$ cat config.mk
export PLATFORM = sky130hd
export DESIGN_NAME = nn_mac_neuron
export DESIGN_NICKNAME = d
export VERILOG_FILES = /design/src/rtl/nn_pkg.sv /design/src/rtl/nn_act_sat.sv /design/src/rtl/nn_mac_neuron.sv
export SDC_FILE = /design/constraint.sdc
export NUM_CORES = 1
export LEC_CHECK = 0
export BUFFER_PORTS_ARGS = -buffer_cell sky130_fd_sc_hd__buf_4
export CORE_ASPECT_RATIO = 0.7
export CORE_MARGIN = 5
export CORE_UTILIZATION = 30
export DETAILED_ROUTE_END_ITERATION = 8
export PLACE_DENSITY_LB_ADDON = 0.2
export SYNTH_ARGS = -nofsm -noshare
export SYNTH_HDL_FRONTEND = slang
export SYNTH_SLANG_ARGS = --single-unit
$ cat constraint.sdc
create_clock -name clk -period 12.63 [get_ports clk]
set_clock_uncertainty 0.1 [all_clocks]
set_input_delay 0.6315 -clock clk [delete_from_list [all_inputs] [get_ports clk]]
set_output_delay 0.6315 -clock clk [all_outputs]
set_load 0.02 [all_outputs]
$ cat src/rtl/nn_pkg.sv
// Shared neuron types and helpers: default widths, ACC_W-wide accumulator type,
// and signed saturation used by the activation stage.
package nn_pkg;

  localparam int DATA_W_DEF = 8;
  localparam int ACC_W_DEF  = 24;

  typedef logic signed [ACC_W_DEF-1:0] acc_t;

  // Clamp v into the signed range of a w-bit two's complement value (w <= 63).
  function automatic logic signed [63:0] sat_signed(input logic signed [63:0] v,
                                                    input int w);
    logic signed [63:0] hi;
    logic signed [63:0] lo;
    hi = (64'sd1 <<< (w - 1)) - 64'sd1;
    lo = -hi - 64'sd1;
    if (v > hi) return hi;
    if (v < lo) return lo;
    return v;
  endfunction

endpackage

$ cat src/rtl/nn_act_sat.sv
// Combinational rescale (floor shift), optional ReLU, signed saturation to DATA_W.
// Zero latency, no flow control; ReLU enabled by defining NN_MAC_RELU_EN.
module nn_act_sat
  import nn_pkg::*;
#(
  parameter int DATA_W = DATA_W_DEF,
  parameter int ACC_W  = ACC_W_DEF,
  parameter int SHIFT  = 4
) (
  input  logic signed [ACC_W-1:0]  acc,
  output logic signed [DATA_W-1:0] res
);

  logic signed [ACC_W-1:0] s;
  logic signed [ACC_W-1:0] a;

  assign s = acc >>> SHIFT;

`ifdef NN_MAC_RELU_EN
  assign a = (s < 0) ? '0 : s;
`else
  assign a = s;
`endif

  assign res = DATA_W'(sat_signed(64'(a), DATA_W));

endmodule

$ cat src/rtl/nn_mac_neuron.sv
// Streaming neuron: N_IN din*w products plus shifted bias, rescaled and saturated.
// Result registered 1 cycle after last beat; in_ready = !out_valid | out_ready. ReLU via NN_MAC_RELU_EN.
module nn_mac_neuron
  import nn_pkg::*;
#(
  parameter int DATA_W = DATA_W_DEF,
  parameter int N_IN   = 4,
  parameter int SHIFT  = 4,
  parameter int ACC_W  = ACC_W_DEF
) (
  input  logic                     clk,
  input  logic                     rst,
  input  logic                     flush,
  input  logic                     in_valid,
  output logic                     in_ready,
  input  logic signed [DATA_W-1:0] din,
  input  logic signed [DATA_W-1:0] w,
  input  logic signed [DATA_W-1:0] bias,
  output logic                     out_valid,
  input  logic                     out_ready,
  output logic signed [DATA_W-1:0] out_data,
  output logic                     busy
);

  localparam int CNT_W = (N_IN > 1) ? $clog2(N_IN) : 1;

  logic [CNT_W-1:0]          count;
  logic signed [ACC_W-1:0]   acc;
  logic signed [ACC_W-1:0]   acc_base;
  logic signed [ACC_W-1:0]   acc_next;
  logic signed [2*DATA_W-1:0] prod;
  logic signed [DATA_W-1:0]  res;
  logic                      accept;
  logic                      last;

  assign in_ready = !out_valid || out_ready;
  assign accept   = in_valid && in_ready;
  assign last     = (count == CNT_W'(N_IN - 1));
  assign busy     = (count != '0);

  assign prod     = (2*DATA_W)'(din) * (2*DATA_W)'(w);
  // The first beat of a sample replaces the accumulator with the scaled bias.
  assign acc_base = (count == '0) ? (ACC_W'(bias) <<< SHIFT) : acc;
  assign acc_next = acc_base + ACC_W'(prod);

  nn_act_sat #(
    .DATA_W (DATA_W),
    .ACC_W  (ACC_W),
    .SHIFT  (SHIFT)
  ) u_act_sat (
    .acc (acc_next),
    .res (res)
  );

  always_ff @(posedge clk) begin
    if (rst) begin
      count     <= '0;
      acc       <= '0;
      out_valid <= 1'b0;
      out_data  <= '0;
    end else begin
      if (out_valid && out_ready) out_valid <= 1'b0;
      if (flush) begin
        count <= '0;
        acc   <= '0;
      end else if (accept) begin
        acc <= acc_next;
        if (last) begin
          count     <= '0;
          out_data  <= res;
          out_valid <= 1'b1;
        end else begin
          count <= count + CNT_W'(1);
        end
      end
    end
  end

endmodule
# Word-level counts from Yosys, hierarchy flattened
# Cells that the tools add are included.
dict set report word_totals {
  ff_bits 35
  inputBits 29
  out_inout_bits 11
  elab_cells 32
}
dict set report op_classes {
  addsub 2
  multipliers 1
  order_cmp 2
  n_eq_ne 1
  muxes 13
  bitwise 1
  n_reduce_logical 8
}
# op count
set ops {}
lappend ops {{$mux 8} 4}
lappend ops {{$add 24x16->24} 1}
lappend ops {{$mux 24} 1}
lappend ops {{$gt 20x8->1 const B} 1}
lappend ops {{$lt 20x8->1 const B} 1}
lappend ops {{$mul 8x8->16} 1}
lappend ops {{$mux 1} 7}
lappend ops {{$reduce_and 3->1} 1}
lappend ops {{$add 2x1->2 const B} 1}
lappend ops {{$eq 2x2->1 const B} 1}
lappend ops {{$logic_and 1x1->1} 2}
lappend ops {{$logic_not 2->1} 1}
lappend ops {{$mux 2} 1}
lappend ops {{$reduce_bool 2->1} 1}
lappend ops {{$reduce_or 2->1} 1}
lappend ops {{$logic_not 1->1} 1}
lappend ops {{$logic_or 1x1->1} 1}
lappend ops {{$not 1->1} 1}

# Longest topological paths before layout
# Gate-level depths: netlist (run 1).
dict set report logic_depth {
  word_depth 8
  ltp_mapped 26
  ltp_nobuf 24
}

# Cells and area by module
# A second synthesis (run 1) with hierarchy kept.
dict set report hier_totals {
  cells_unflattened 642
  area_unflattened_um2 5962.0
}
# mod n_inst cells_each area_each_um2 seq_area_each_um2
set modules_own_cells {}
lappend modules_own_cells {nn_mac_neuron 1 626 5840.6 700.7}
lappend modules_own_cells {nn_act_sat 1 16 121.4 0.0}

# Least setup slack after synthesis (run 1)
# OpenSTA, ideal clock, no wires.
dict set report synth_path {
  kind {register to register}
  startpoint {register count[0]}
  endpoint {register out_data[3]}
  setup_time_ns 0.079
  arrival_ns 6.210
  required_ns 12.451
  path_slack_ns 6.240
  stages_incl_launch_ff 23
  n_path_buf 2
  period_less_slack_ns 6.390
  cell_sequence {dfxtp_1 > inv_1 > ha_1 > clkbuf_1 > inv_1 > clkbuf_1 > a21oi_1 > fa_1 > inv_1 > fa_1 > fa_1 > fa_1 > ha_1 > ha_1 > a41o_1 > a221oi_2 > o221ai_2 > o21a_1 > or4b_1 > o311ai_2 > a31o_4 > nand2_1 > a211oi_2}
}
dict set report synth_between {
  elab_chain_len 8
  word_cells_on_any_way 13
  cone_classes {add/sub (1); order compare (2); eq/ne (1); mux (7); reduce/logical (2)}
}
# item line_no
set synth_lines {}
lappend synth_lines {{start: declaration} nn_mac_neuron.sv:27} ;# logic [CNT_W-1:0] count;
lappend synth_lines {{start signal: assignment} nn_mac_neuron.sv:73} ;# count <= count + CNT_W'(1);
lappend synth_lines {{$logic_not 2->1} nn_mac_neuron.sv:43} ;# assign acc_base = (count == '0) ? (ACC_W'(bias) <<< SHIFT) : acc;
lappend synth_lines {{$mux 24} nn_mac_neuron.sv:43}
lappend synth_lines {{$add 24x16->24} nn_mac_neuron.sv:44} ;# assign acc_next = acc_base + ACC_W'(prod);
lappend synth_lines {{$lt 20x8->1} nn_pkg.sv:18} ;# if (v < lo) return lo;
lappend synth_lines {{$mux 1 (2 in a row)} nn_pkg.sv:18}
lappend synth_lines {{$mux 8} nn_pkg.sv:19} ;# return v;
lappend synth_lines {{$mux 8} nn_pkg.sv:18}
lappend synth_lines {{end signal: assignment} nn_mac_neuron.sv:70} ;# out_data <= res;
lappend synth_lines {{end: declaration} nn_mac_neuron.sv:21} ;# output logic signed [DATA_W-1:0] out_data,
# Parallel ways exist; a longest one is shown, timed or not. The select of a mux whose other input is x is not followed.
# A chain may end at the register's enable or synchronous reset.

# Worst setup path in the final report (run 1)
dict set report layout_path {
  startpoint {register count[0]}
  endpoint {register out_data[1]}
}
# The elaborated chain is that of the path after synthesis.

==> results.ini, run 1 <==
[routing]
avgViaCountPerCell = 4.66
post_drt_wl_per_cell_um = 15.0
ant_nets = 0
dr.pass1.iters = 4
drtIter0Drc = 217
drc = 0
vias = 4427
wl_um = 14200

[cts]
cts_root_buf = clkbuf_16
cts_resized = 0
postCtsSetupRepairBufs = 0
numCtsBuffers = 5
cts_tree = done
clock_latency_ns = 0.28
h-tree-depth = 2
clk_pin_slew_ns = 0.06
cts_hold_buf = 0
cts_max_path_buffers = 2
clock_sinks = 35

[timing]
rsz0062_at_grt = false
finalCritPeriodShare = 0.546
final.min_clock_period_ns = 6.89
hold_viol = 0
setup_tns_ns = 0
setup_viol = 0
slew_headroom = 0.289
maxSlewViolCount = 0
max_freq_mhz = 145
worst-slew-pin-transition_ns = 1.07

[grt]
antenna_found_initial = 0
grt_pass1_wl_um = 23600
grt.overflow.total = 0
grt_pass1_vias = 4525
grt_util_all_layers = 0.129
grt_max_degree = 29

[synthesis]
synth-seq-cells = 35
synth-edff-count = 0
ys_warn_count = 0
yosysSeqAreaShare = 0.119
synth_cell_types = 55
synthesis.nets = 836
synthesis.area_um2 = 5910
synth_ff_type = dfxtp_1
netlist_instances = 647
synth_area_per_cell_um2 = 9.13
async_flop_share = 0

[placement]
hpwl_um = 12400
place_area_um2 = 6480
io_buffers = 39
gp_congestion = 0.851
placedCellCount = 942

[floorplanning]
dieArea_um2 = 22600
dieHeight_um = 127
pin_count = 40
fp-row-count = 43
die_x_um = 178
core_um2 = 19600
initial_core_util = 0.302

[cells_and_area]
design_area_um2 = 6620
diodes = 0
area_growth_pct = 12.0
layout.nets = 868
stdcell_count = 950
drive_gt1_frac = 0.0956
final_cell_mix = 109 x inv_1, 104 x fa_1, 75 x nand2_1
final_common_cell = inv_1

[worst_setup_path]
crit_type = reg -> reg
crit_path_max_fanout = 16
startpoint_type = register
cp.required_ns = 12.73
endpoint_kind = register
crit_arrival_ns = 6.99

[run]
drv_cap = 0

[status]
status = finished clean

[min_path]
hold_class = reg -> reg

## worst max-delay path, cell delays in order, from the launching register on
cell	delay [ns]
dfxtp_1	0.34
inv_1	0.06
ha_1	0.57
inv_1	0.47
a21oi_1	0.35
fa_1	0.48
fa_1	0.51
inv_1	0.05
fa_1	0.46
fa_1	0.50
ha_1	0.31
ha_1	0.38
and2_2	0.21
a221oi_2	0.30
o221ai_2	0.21
o21a_1	0.26
o311ai_1	0.46
o211a_1	0.24
a31o_4	0.21
nand2b_1	0.08
a211oi_2	0.23
## area by class of cell
cell class              instances  area (um^2)
clock buffers                   6          129
multi-input cells             488         4740
flip-flops and latches         35          701
well taps                     270          338
repair buffers                 39          293
clock inverters                 2         12.5
inverters                     110          413
fillers                      2067        13000
## per-layer routing
layer | global-route usage | share of wire | up-vias
li1 | - | - | 2154
met1 | 0.188 | 0.49 | 2203
met2 | 0.212 | 0.47 | 65
met3 | 0.0172 | 0.031 | 5
met4 | 0.0173 | 0.0053 | 0
met5 | 0 | 0 | -
## Yosys cell counts, drive strengths merged, types with 2 or more instances
cell	count	area, um^2
inv	109	409
fa	104	2080
nand2	75	282
ha	56	701
a21oi	47	235
nor2	39	146
and2	38	239
dfxtp	35	701
a211oi	13	133
clkbuf	13	48.8
nand2b	11	68.8
nor3	11	55.1
xnor2	11	115
mux2i	10	100
o21ai	10	53.8
xor2	5	43.8
a21o	4	30.0
a31oi	4	25.0
nand3	4	20.0
nand3b	4	30.0
nor4	4	25.0
o211ai	4	30.0
o21bai	3	22.5
a2111oi	2	17.5
and3	2	13.8
nand4	2	12.5
nor2b	2	12.5
o211a	2	20.0
o311ai	2	25.0
or3	2	12.5
## cell families after synthesis
kind of cell               after synthesis  share of synthesized area
AOI/OAI and AO/OA                      103                      0.121
DFF                                     35                      0.119
and+or+nand+nor                        197                      0.160
xor gates and xnor gates                17                     0.0307
muxes                                   11                     0.0188
buffers and inverters                  124                     0.0800
adders and majority gates              160                      0.471
## flip-flops by register name, summed over array words and instances (netlist names)
signal and cells:
acc 24, out_valid 1, count 2, out_data 8
## stage by stage
stage,setup slack (ns),utilization,hold slack [ns]
after floorplan,6.24,-,0.332
after global placement,5.87,0.331,0.339
after detailed placement,5.76,0.331,0.353
after CTS,5.71,0.338,0.359
after global routing,5.43,0.338,0.377
final,5.74,0.338,0.359
## final timing paths
path / cells past startpoint / start / slack [ns] / to
max: 20 / count[0] / 5.74 / out_data[1]
min: 2 / acc[7] / 0.36 / acc[7]
max reg2reg: 20 / count[0] / 5.74 / out_data[1]
min reg2reg: 2 / acc[7] / 0.36 / acc[7]
Power of run 1 is not shown: default switching activity piles up to over one toggle a cycle in this logic, so the estimate is an artifact.
==> run 2: changes to the inputs <==
--- a/config.mk
+++ b/config.mk
@@ -5,6 +5,7 @@
 export SDC_FILE = /design/constraint.sdc
 export NUM_CORES = 1
 export LEC_CHECK = 0
+export ABC_AREA = 1
 export BUFFER_PORTS_ARGS = -buffer_cell sky130_fd_sc_hd__buf_4
 export CORE_ASPECT_RATIO = 0.7
 export CORE_MARGIN = 5
==> constraint.sdc (replaced) <==
create_clock -name clk -period 6 [get_ports clk]
set_clock_uncertainty 0.1 [all_clocks]
set_input_delay 0.3 -clock clk [delete_from_list [all_inputs] [get_ports clk]]
set_output_delay 0.3 -clock clk [all_outputs]
set_load 0.02 [all_outputs]
==> results.ini, run 2 <==
[timing]
maxSlewViolCount = 0  ; unchanged
slew_headroom = 0.416  ; was 0.289
hold_viol = 0  ; unchanged
max_freq_mhz = 177  ; was 145 MHz
timing.final.ws_setup_ns = 0.335  ; was 5.74 ns
worst-slew-pin-transition_ns = 0.875  ; was 1.07 ns
finalCritPeriodShare = 0.944  ; was 0.546
setup_viol = 0  ; unchanged
worst_hold_slack_ns = 0.181  ; was 0.359 ns
final.min_clock_period_ns = 5.66  ; was 6.89 ns

[worst_setup_path]
endpoint_kind = register  ; unchanged
crit_arrival_ns = 5.74  ; was 6.99 ns
crit_type = reg -> reg  ; unchanged
slowest_delay_ns = 0.51  ; was 0.57 ns
cp.required_ns = 6.07  ; was 12.73 ns
crit_path_max_fanout = 19  ; was 16
startpoint_type = register  ; unchanged
reg2reg_setup_slack_ns = 0.34  ; was 5.74 ns
slowest_stage = fa_1  ; was ha_1

[routing]
drc = 0  ; unchanged
vias = 5320  ; was 4427
post_drt_wl_per_cell_um = 13.3  ; was 15.0 um
avgViaCountPerCell = 4.31  ; was 4.66
drtIter0Drc = 325  ; was 217
ant_nets = 0  ; unchanged
wl_um = 16400  ; was 14200 um
dr.pass1.iters = 5  ; was 4

[synthesis]
synthesis.area_um2 = 6450  ; was 5910 um^2
netlist_instances = 905  ; was 647
synth-seq-cells = 35  ; unchanged
synth_cell_types = 27  ; was 55
ys_top_cells_by_count = 236 x inv_1, 230 x nand2_1, 104 x fa_1, 67 x nor2_1, 56 x ha_1  ; was 109 x inv_1, 104 x fa_1, 75 x nand2_1, 56 x ha_1, 47 x a21oi_1
yosysTopAreaCellShare = 0.323  ; was 0.352
synth_area_leader_cell = fa_1  ; unchanged
async_flop_share = 0  ; unchanged
post-synth-top-count-cell = inv_1  ; unchanged
ys_warn_count = 0  ; unchanged
ys_top_cells_by_area = fa_1 32%, inv_1 14%, nand2_1 13%  ; was fa_1 35%, dfxtp_1 12%, ha_1 12%
synthesis.nets = 1094  ; was 836
yosysSeqAreaShare = 0.109  ; was 0.119
synth_ff_type = dfxtp_1  ; unchanged
synth_area_per_cell_um2 = 7.13  ; was 9.13 um^2
synth-edff-count = 0  ; unchanged

[grt]
antenna_found_initial = 0  ; unchanged
grt_pass1_wl_um = 27600  ; was 23600 um
grt_util_all_layers = 0.139  ; was 0.129
grt_pass1_vias = 5223  ; was 4525
grt.overflow.total = 0  ; unchanged
grt_max_degree = 30  ; was 29

[cells_and_area]
final_common_cell = inv_1  ; unchanged
area_growth_pct = 15.8  ; was 12.0%
top_regs = acc: 24 flops, out_data: 8 flops, count: 2 flops  ; unchanged
diodes = 0  ; unchanged
drive_gt1_frac = 0.119  ; was 0.0956
regMostFlops = acc  ; unchanged
design_area_um2 = 7470  ; was 6620 um^2
layout.nets = 1145  ; was 868
stdcell_count = 1233  ; was 950
final_cell_mix = 235 x inv_1, 228 x nand2_1, 103 x fa_1  ; was 109 x inv_1, 104 x fa_1, 75 x nand2_1
largest_reg_flops = 24  ; unchanged

[floorplanning]
dieArea_um2 = 24600  ; was 22600 um^2
fp-row-count = 44  ; was 43
pin_count = 40  ; unchanged
dieHeight_um = 133  ; was 127 um
die_x_um = 185  ; was 178 um
core_um2 = 20900  ; was 19600 um^2
initial_core_util = 0.308  ; was 0.302

[cts]
numCtsBuffers = 5  ; unchanged
h-tree-depth = 2  ; unchanged
cts_hold_buf = 0  ; unchanged
clock_latency_ns = 0.28  ; about the same
clock_sinks = 35  ; unchanged
clk_pin_slew_ns = 0.05  ; was 0.06 ns
cts_max_path_buffers = 2  ; unchanged
cts_root_buf = clkbuf_16  ; unchanged
cts_tree = done  ; unchanged

[placement]
gp_congestion = 0.860  ; was 0.851
place_area_um2 = 7240  ; was 6480 um^2
pre_cts_ws_ns = 0.131  ; was 5.76 ns
hpwl_um = 14500  ; was 12400 um
placedCellCount = 1225  ; was 942
io_buffers = 39  ; unchanged

[min_path]
hold_class = in -> reg  ; was reg -> reg

[run]
drv_cap = 0  ; unchanged

[status]
status = finished clean  ; unchanged

==> run 2: cell count changes in the layout (fill, tap and decap cells not counted), sizes merged, moves of 32 or more <==
cell | previous run | this run
nand2 | 75 | 239
and2 | 38 | 0
inv | 109 | 236
nor2 | 39 | 73
buf | 39 | 72
nand3 | 4 | 36
==> run 2: worst paths after layout <==
kind                                from          end  cells after the start
worst max-delay path            count[0]  out_data[1]                     29
worst min-delay path                 rst    out_valid                      2
worst max register to register  count[0]  out_data[1]                     29
worst min register to register    acc[0]       acc[0]                      2
==> run 2: per-layer routing <==
layer | track usage | wire (um)
met1 | 0.255 | 9960
met2 | 0.168 | 5580
met3 | 0.0129 | 749
met4 | 0.0147 | 66
met5 | 0 | 0
==> run 2: kinds of logic after synthesis <==
family | Yosys count | synth area share
AO/OA/AOI/OAI | 68 | 0.0558
XOR/XNOR | 5 | 0.00679
adder cells (fa/ha/maj) | 160 | 0.431
buffers and inverters | 266 | 0.156
flip-flops | 35 | 0.109
multiplexers | 3 | 0.00465
AND/OR/NAND/NOR | 368 | 0.237
==> run 2: timing repair <==
item	4_1_cts	5_1_grt
setup buffers	0	0
gates resized for setup	0	19
setup endpoints to repair	0	7
endpoints found under the hold margin	0	0
==> run 2: metrics by stage <==
| stage | util | setup TNS [ns] |
|---|---|---|
| after floorplan | - | 0 |
| after global placement | 0.346 | 0 |
| after detailed placement | 0.346 | 0 |
| after CTS | 0.354 | 0 |
| after global routing | 0.357 | -0.00874 |
| final | 0.357 | 0 |
==> run 2: worst max-delay path, delay by kind of cell (launching register included) <==
kind / cells / cell delay [ns]
flops: 1 / 0.31
fa+ha+maj: 7 / 2.85
buf+inv: 7 / 0.71
compound gates: 1 / 0.07
simple gates: 14 / 1.52
==> run 2: final cells by class <==
class                      instances  area (um^2)
fill                            2286        13400
multi-input combinational        604         4810
inverter                         238          897
sequential                        35          701
timing repair buffer              72          566
tap                              276          345
clock buffer                       8          156
Power of run 2 is left out for the same reason.
